File: config.mk
export PLATFORM = sky130hd
export DESIGN_NAME = bp_tree_switch
export DESIGN_NICKNAME = d
export VERILOG_FILES = /design/src/rtl/bp_tree_switch.sv
export SDC_FILE = /design/constraint.sdc
export NUM_CORES = 1
export LEC_CHECK = 0
export CAP_MARGIN = 20
export CORE_UTILIZATION = 25
export DETAILED_ROUTE_END_ITERATION = 10
export PLACE_DENSITY = 0.4
export REMOVE_ABC_BUFFERS = 1
export SYNTH_ARGS = -nofsm -noshare
export SYNTH_HDL_FRONTEND = slang
export SYNTH_SLANG_ARGS = --single-unit
File: constraint.sdc
create_clock -name clk -period 8 [get_ports clk]
set_input_delay 0.8 -clock clk [delete_from_list [all_inputs] [get_ports clk]]
set_output_delay 0.8 -clock clk [all_outputs]
set_load 0.05 [all_outputs]
File: src/rtl/bp_tree_switch.sv
// Valid/ready butterfly-fat-tree switch (T when NUM_UP=1, Pi when NUM_UP=2).
// Optional per-output stall counters: define BP_TREE_SWITCH_STATS_EN.
module bp_tree_switch #(
  parameter int N          = 8,
  parameter int A_W        = 3,
  parameter int D_W        = 8,
  parameter int posl       = 0,
  parameter int posx       = 0,
  parameter int NUM_UP     = 1,
  parameter int FIFO_DEPTH = 4,
  localparam int F_W       = A_W + D_W
) (
  input  logic                       clk,
  input  logic                       rst,
  input  logic                       l_rx_valid,
  output logic                       l_rx_ready,
  input  logic [F_W-1:0]             l_rx_data,
  input  logic                       r_rx_valid,
  output logic                       r_rx_ready,
  input  logic [F_W-1:0]             r_rx_data,
  input  logic [NUM_UP-1:0]          u_rx_valid,
  output logic [NUM_UP-1:0]          u_rx_ready,
  input  logic [NUM_UP*F_W-1:0]      u_rx_data,
  output logic                       l_tx_valid,
  input  logic                       l_tx_ready,
  output logic [F_W-1:0]             l_tx_data,
  output logic                       r_tx_valid,
  input  logic                       r_tx_ready,
  output logic [F_W-1:0]             r_tx_data,
  output logic [NUM_UP-1:0]          u_tx_valid,
  input  logic [NUM_UP-1:0]          u_tx_ready,
  output logic [NUM_UP*F_W-1:0]      u_tx_data,
  output logic [(2+NUM_UP)*16-1:0]   stall_cnt
);

  localparam int P  = 2 + NUM_UP;
  localparam int AW = $clog2(FIFO_DEPTH);

  if (NUM_UP < 1 || NUM_UP > 2) begin : g_bad_up
    $error("bp_tree_switch: NUM_UP must be 1 or 2");
  end
  if ((1 << A_W) < N) begin : g_bad_aw
    $error("bp_tree_switch: A_W too small for N clients");
  end

  logic [P-1:0]   in_v, in_r, hv, pop;
  logic [P-1:0]   out_v, out_r;
  logic [F_W-1:0] in_d  [P];
  logic [F_W-1:0] head  [P];
  logic [F_W-1:0] out_d [P];
  logic [1:0]     tgt   [P];
  logic [1:0]     win   [P];
  logic [P-1:0]   req   [P];

  assign in_v  = {u_rx_valid, r_rx_valid, l_rx_valid};
  assign out_r = {u_tx_ready, r_tx_ready, l_tx_ready};

  assign l_rx_ready = in_r[0];
  assign r_rx_ready = in_r[1];
  assign u_rx_ready = in_r[P-1:2];
  assign l_tx_valid = out_v[0];
  assign r_tx_valid = out_v[1];
  assign u_tx_valid = out_v[P-1:2];
  assign l_tx_data  = out_d[0];
  assign r_tx_data  = out_d[1];
  assign in_d[0]    = l_rx_data;
  assign in_d[1]    = r_rx_data;

  for (genvar j = 0; j < NUM_UP; j++) begin : g_up
    assign in_d[2+j] = u_rx_data[j*F_W +: F_W];
    assign u_tx_data[j*F_W +: F_W] = out_d[2+j];
  end

  for (genvar i = 0; i < P; i++) begin : g_in
    logic [F_W-1:0] mem [FIFO_DEPTH];
    logic [AW-1:0]  wp, rp;
    logic [AW:0]    cnt;
    logic           push, near;
    logic [A_W-1:0] dest;
    logic [1:0]     t;

    // ready comes from registered occupancy only
    assign in_r[i]  = !rst && (cnt != (AW+1)'(FIFO_DEPTH));
    assign push     = in_v[i] && in_r[i];
    assign hv[i]    = cnt != '0;
    assign head[i]  = mem[rp];
    assign dest     = head[i][F_W-1:D_W];
    assign near     = (dest >> (posl + 1)) == A_W'(posx);
    assign tgt[i]   = t;

    always_ff @(posedge clk) begin
      if (rst) begin
        wp  <= '0;
        rp  <= '0;
        cnt <= '0;
      end else begin
        if (push) begin
          mem[wp] <= in_d[i];
          wp      <= wp + AW'(1);
        end
        if (pop[i]) rp <= rp + AW'(1);
        case ({push, pop[i]})
          2'b10:   cnt <= cnt + (AW+1)'(1);
          2'b01:   cnt <= cnt - (AW+1)'(1);
          default: ;
        endcase
      end
    end

    // up inputs that miss the subtree still follow dest[posl]
    always_comb begin
      t = 2'd0;
      unique case (1'b1)
        near || (i >= 2):  t = {1'b0, dest[posl]};
        !near && (i == 0): t = 2'd2;
        default:           t = 2'(P - 1);
      endcase
    end
  end

  always_comb begin
    for (int o = 0; o < P; o++) begin
      for (int i = 0; i < P; i++) begin
        req[o][i] = hv[i] && (tgt[i] == 2'(o));
      end
    end
  end

  always_comb begin
    pop = '0;
    for (int o = 0; o < P; o++) begin
      if (out_v[o] && out_r[o]) pop[win[o]] = 1'b1;
    end
  end

  for (genvar o = 0; o < P; o++) begin : g_out
    logic [1:0] ptr, lwin, pick;
    logic       lock;

    // reverse scan: nearest requester at or after ptr wins
    always_comb begin
      pick = ptr;
      for (int s = P - 1; s >= 0; s--) begin
        int j;
        j = int'(ptr) + s;
        if (j >= P) j = j - P;
        if (req[o][j]) pick = 2'(j);
      end
      if (lock) pick = lwin;
    end

    assign win[o]   = pick;
    assign out_v[o] = !rst && (|req[o]);
    assign out_d[o] = head[pick];

    always_ff @(posedge clk) begin
      if (rst) begin
        ptr  <= '0;
        lwin <= '0;
        lock <= 1'b0;
      end else if (out_v[o] && out_r[o]) begin
        ptr  <= (pick == 2'(P - 1)) ? 2'd0 : pick + 2'd1;
        lock <= 1'b0;
      end else begin
        lock <= out_v[o];
        lwin <= pick;
      end
    end

`ifdef BP_TREE_SWITCH_STATS_EN
    logic [15:0] sc;
    always_ff @(posedge clk) begin
      if (rst) sc <= '0;
      else if (out_v[o] && !out_r[o] && sc != 16'hFFFF) sc <= sc + 16'd1;
    end
    assign stall_cnt[o*16 +: 16] = sc;
`else
    assign stall_cnt[o*16 +: 16] = 16'd0;
`endif
  end

endmodule

After elaboration in Yosys (flattened, before gate mapping) --
Memories as Yosys holds them, arrays and structs flattened. A register that Yosys moved wholly into a read port is not among the register bits. Cells that the tools add are included.
Storage, ports and cells: memory bits (writable) 132, flip-flop bits (word level) 36, input bits 41, memories 3
Memory list:
- g_in[0].mem | depth 4, bits a word 11, rd ports 1, clocked after Yosys merged registers in 1, write ports 1, line 75 | logic [F_W-1:0] mem [FIFO_DEPTH];
- g_in[1].mem | depth 4, bits a word 11, rd ports 1, clocked after Yosys merged registers in 1, write ports 1, line 75
- g_in[2].mem | depth 4, bits a word 11, rd ports 1, clocked after Yosys merged registers in 1, write ports 1, line 75
Operators by class: reductions and logical operators 41, add/subtract/negate cells 30, order comparisons 27, bitwise logic cells 5, multiplexer cells 89, equal/unequal tests 16
Operator list (count):
- $lt A32 B4 Y1 const B | 9
- $mux W32 | 9
- $bmux W11 S2 | 3
- $mux W11 | 6
- $mux W2 | 23
- $mux W1 | 30
- $sub A3 B2 Y4 const B | 6
- $logic_and A1 B1 Y1 | 23
- $add A2 B1 Y2 const B | 9
- $bmux W1 S2 | 9
- $ge A3 B2 Y1 const B | 6
- $pmux W3 S2 | 3
- $eq A2 B2 Y1 const B | 8
- $eq A2 B1 Y1 const B | 5
- $add A2 B1 Y3 const B | 3
- $add A2 B2 Y3 const B | 3
- $add A3 B1 Y3 const B | 3
- $ge A3 B3 Y1 const B | 3
- $lt A2 B3 Y1 const B | 3
- $mux W3 | 3
- $ne A3 B3 Y1 const B | 3
- $not A2 Y3 | 3
- $reduce_bool A3 Y1 | 3
- $sub A2 B2 Y3 const B | 3
- other kinds (11) | 29

Logic depth before layout (Yosys ltp) --
word-level depth 22, depth in mapped cells 16, gate-level depth less buffers 15

Least setup slack after synthesis --
OpenSTA, ideal clock, no wires.
path type register to output, start point reg with a tool-made name, end point out r_tx_data[3], path buffers 2, setup slack 3.908 ns, cell stages (with the launch flop) 10, arrival time 3.292 ns, cells stage by stage dfxtp_1 > mux4_2 > nand2_1 > a21oi_1 > or2_0 > o32ai_1 > buf_2 > buf_2 > mux2i_1 > o21ai_0
RTL lines:
- end, declared | line 29 | output logic [F_W-1:0] r_tx_data,

==> out/results.ini <==
[placed_design]
portBuffers=79
place_inst=1219
hpwlAfterDp_um=16600
gp_congestion=0.819

[synthesis]
yosys.area_share.simple_pct=10.4
synthCells=710
synth_top_cell_by_area=edfxtp_1
synth_area_mm2=0.00885
ys_ff_latch=174
synthTopCellsByArea=edfxtp_1 45%, dfxtp_1 9.5%, mux4_2 8.1%
ys_async_sr_fraction_pct=0
synth_top_area_share_pct=44.8
synth_compound_area_share_pct=10.8
synth_edf_count=132
yosysWarningCount=0
synth_top_family_by_area=multiplexers
synth_most_common_cell=edfxtp_1
synth_top_flop_cell=edfxtp_1
muxShareOfSynthArea_pct=12.7
postSynthAreaPerCell_um2=12.5
synth_xor_area_share_pct=0.891
synthAdderAreaFrac_pct=3.65
synth.distinct_cells=76
ys_top_cells_by_count=132 x edfxtp_1, 55 x nand2_1, 50 x buf_4, 42 x dfxtp_1
yosysSeqAreaShare_pct=54.3

[setup_path]
cp-start-kind=flop
path_cells=mux4_2 > nand2_1 > a21oi_1 > o32ai_1 > a22o_1 > buf_4 > and2_1 > nand2_1 > o21ai_0 > clkdlybuf4s50_1
cp_data_required_time_ps=7200
end_kind=primary output
critPathArrivalTime_ps=4700
path_common_cell=nand2_1
path_class=reg -> out
worst-r2r-setup-slack_ps=3220
max_stage_delay_ps=890
critPathMaxFanout=17
cp_slowest_cell=dfxtp_1

[run_status]
status=finished clean

[cts]
cts_resized=0
cts_buffers=17
clk_pin_slew_ps=60
post_cts_buffers=0
cts_sinks=174
cts_htree_levels=4
clockBufferDepth=2
root_buffer=clkbuf_16
cts_tree=built
clkLatencyLatePin_ps=430
cts_hold_buffers=0

[layout]
num_antenna_cells=0
fillers=3523
stdcell_count=1251
seq_area_mm2=0.00480
nets=848
syn_to_final_growth_pct=18.4
final_layout_size_suffix_gt1_share_pct=10.7
multi_input_area_mm2=0.00360

[timing]
setup_viol=0
tns_ps=0
hold_violations=0
period_needed_ps=5500
fmax_mhz=182
timing.final.crit_share_pct=68.8
worstMarginPinSlew_ps=928
rsz0062_at_grt=no
fin_skew_ps=10.5
slew_violations=0
slew_headroom_pct=38.0

[detailed_routing]
drc=0
first_pass_iters=5
wirelength_um=22700
via_count=5656
ant_nets=0
wl_per_cell_um=18.1
viasPerCell=4.52
first_iter_violations=383

[hold_path]
min_path_type=reg -> reg

[die]
io_pins=128
die_x_um=190
core-area_mm2=0.0347
start_util_pct=25.5
die_area_mm2=0.0362
die_y_um=190
core.rowCount=68

[global_routing]
grt.overflow.total=0
grt_max_degree=38
grt_util_all_layers_pct=13.0
antenna_found_initial=0
grt_pass1_vias=5627
grt_pass1_wl_um=34700

[flow_run]
drv_cap=0

[power_and_ir_drop]
leakage_nw=3.58
power_density_mw_per_mm2=344
ir_drop_mv=0.374

[worst paths after layout]
kind,from,to,cells after the start
worst max-delay path,flop,r_tx_data[9],10
worst min-delay path,g_out[0].lwin[0],g_out[0].lwin[0],2
worst max register to register,flop,g_in[2].cnt[2],12
worst min register to register,g_out[0].lwin[0],g_out[0].lwin[0],2
[layout by cell type, fill, tap and decap left out, types with 13 or more instances in the layout]
master / n
edfxtp_1: 132
clkbuf_16: 17
mux2i_1: 39
a21oi_1: 39
conb_1: 48
clkdlybuf4s50_1: 78
nand3_1: 13
ha_1: 21
a31oi_1: 13
nand2_1: 55
o21ai_0: 25
mux4_2: 32
dfxtp_1: 42
inv_1: 36
nor2_1: 38
[routing by layer]
| metal | track usage [%] | up-vias | part of all wire, % |
|---|---|---|---|
| li1 | - | 2726 | - |
| met1 | 17.2 | 2755 | 47 |
| met2 | 21.5 | 159 | 48 |
| met3 | 2.51 | 16 | 3.5 |
| met4 | 4.03 | 0 | 1.5 |
| met5 | 0 | - | 0 |
[sequential cells by signal, indices dropped and copies added (netlist names), named ones only]
| name | cells |
|---|---|
| g_out.lock | 3 |
| g_out.ptr | 6 |
| g_out.lwin | 6 |
| g_in.cnt | 9 |
| g_in.mem | 132 |
| g_in.rp | 6 |
| g_in.wp | 6 |
[through the flow]
stage	util, %	setup slack, ps	instance area (µm²)	power [mW]	hold slack [ps]
final	30.2	2500	10500	3.61	461
after global routing	30.2	2160	10500	3.79	477
after CTS	30.2	2370	10500	3.66	464
after detailed placement	28.6	2850	9930	2.86	452
after global placement	28.6	2820	9930	2.87	440
after floorplan	-	2480	8530	2.26	425
[power by group]
group	total (mW)	internal [mW]	switching, mW
Combinational	1.71	0.558	1.15
Clock	0.783	0.429	0.355
Sequential	1.12	1.03	0.0868
Total	3.61	2.02	1.59
[critical path: cells and delay by family, from the launching register on]
| kind | cells | cell delay, ps |
|---|---|---|
| DFF | 1 | 890 |
| buffers and inverters | 2 | 1100 |
| muxes | 1 | 740 |
| AOI/OAI and AO/OA | 4 | 700 |
| and+or+nand+nor | 3 | 820 |
[cell families (layout without fill, tap and decap cells)]
group / Yosys count / in the layout
buffers and inverters: 112 / 151
XOR/XNOR: 9 / 9
other: 1 / 48
AO/OA/AOI/OAI: 140 / 140
multiplexers: 72 / 72
flip-flops: 174 / 174
AND/OR/NAND/NOR: 178 / 178
adder cells (fa/ha/maj): 24 / 24
[cell type report]
cell class | count | share of cell area, %
flip-flops and latches | 174 | 45.9
repair buffers | 83 | 7.79
well taps | 455 | 5.43
inverters | 36 | 1.29
multi-input cells | 471 | 34.4
clock inverters | 14 | 1.13
clock buffers | 18 | 4.10
Note: power is estimated with default switching activity, not from simulation.
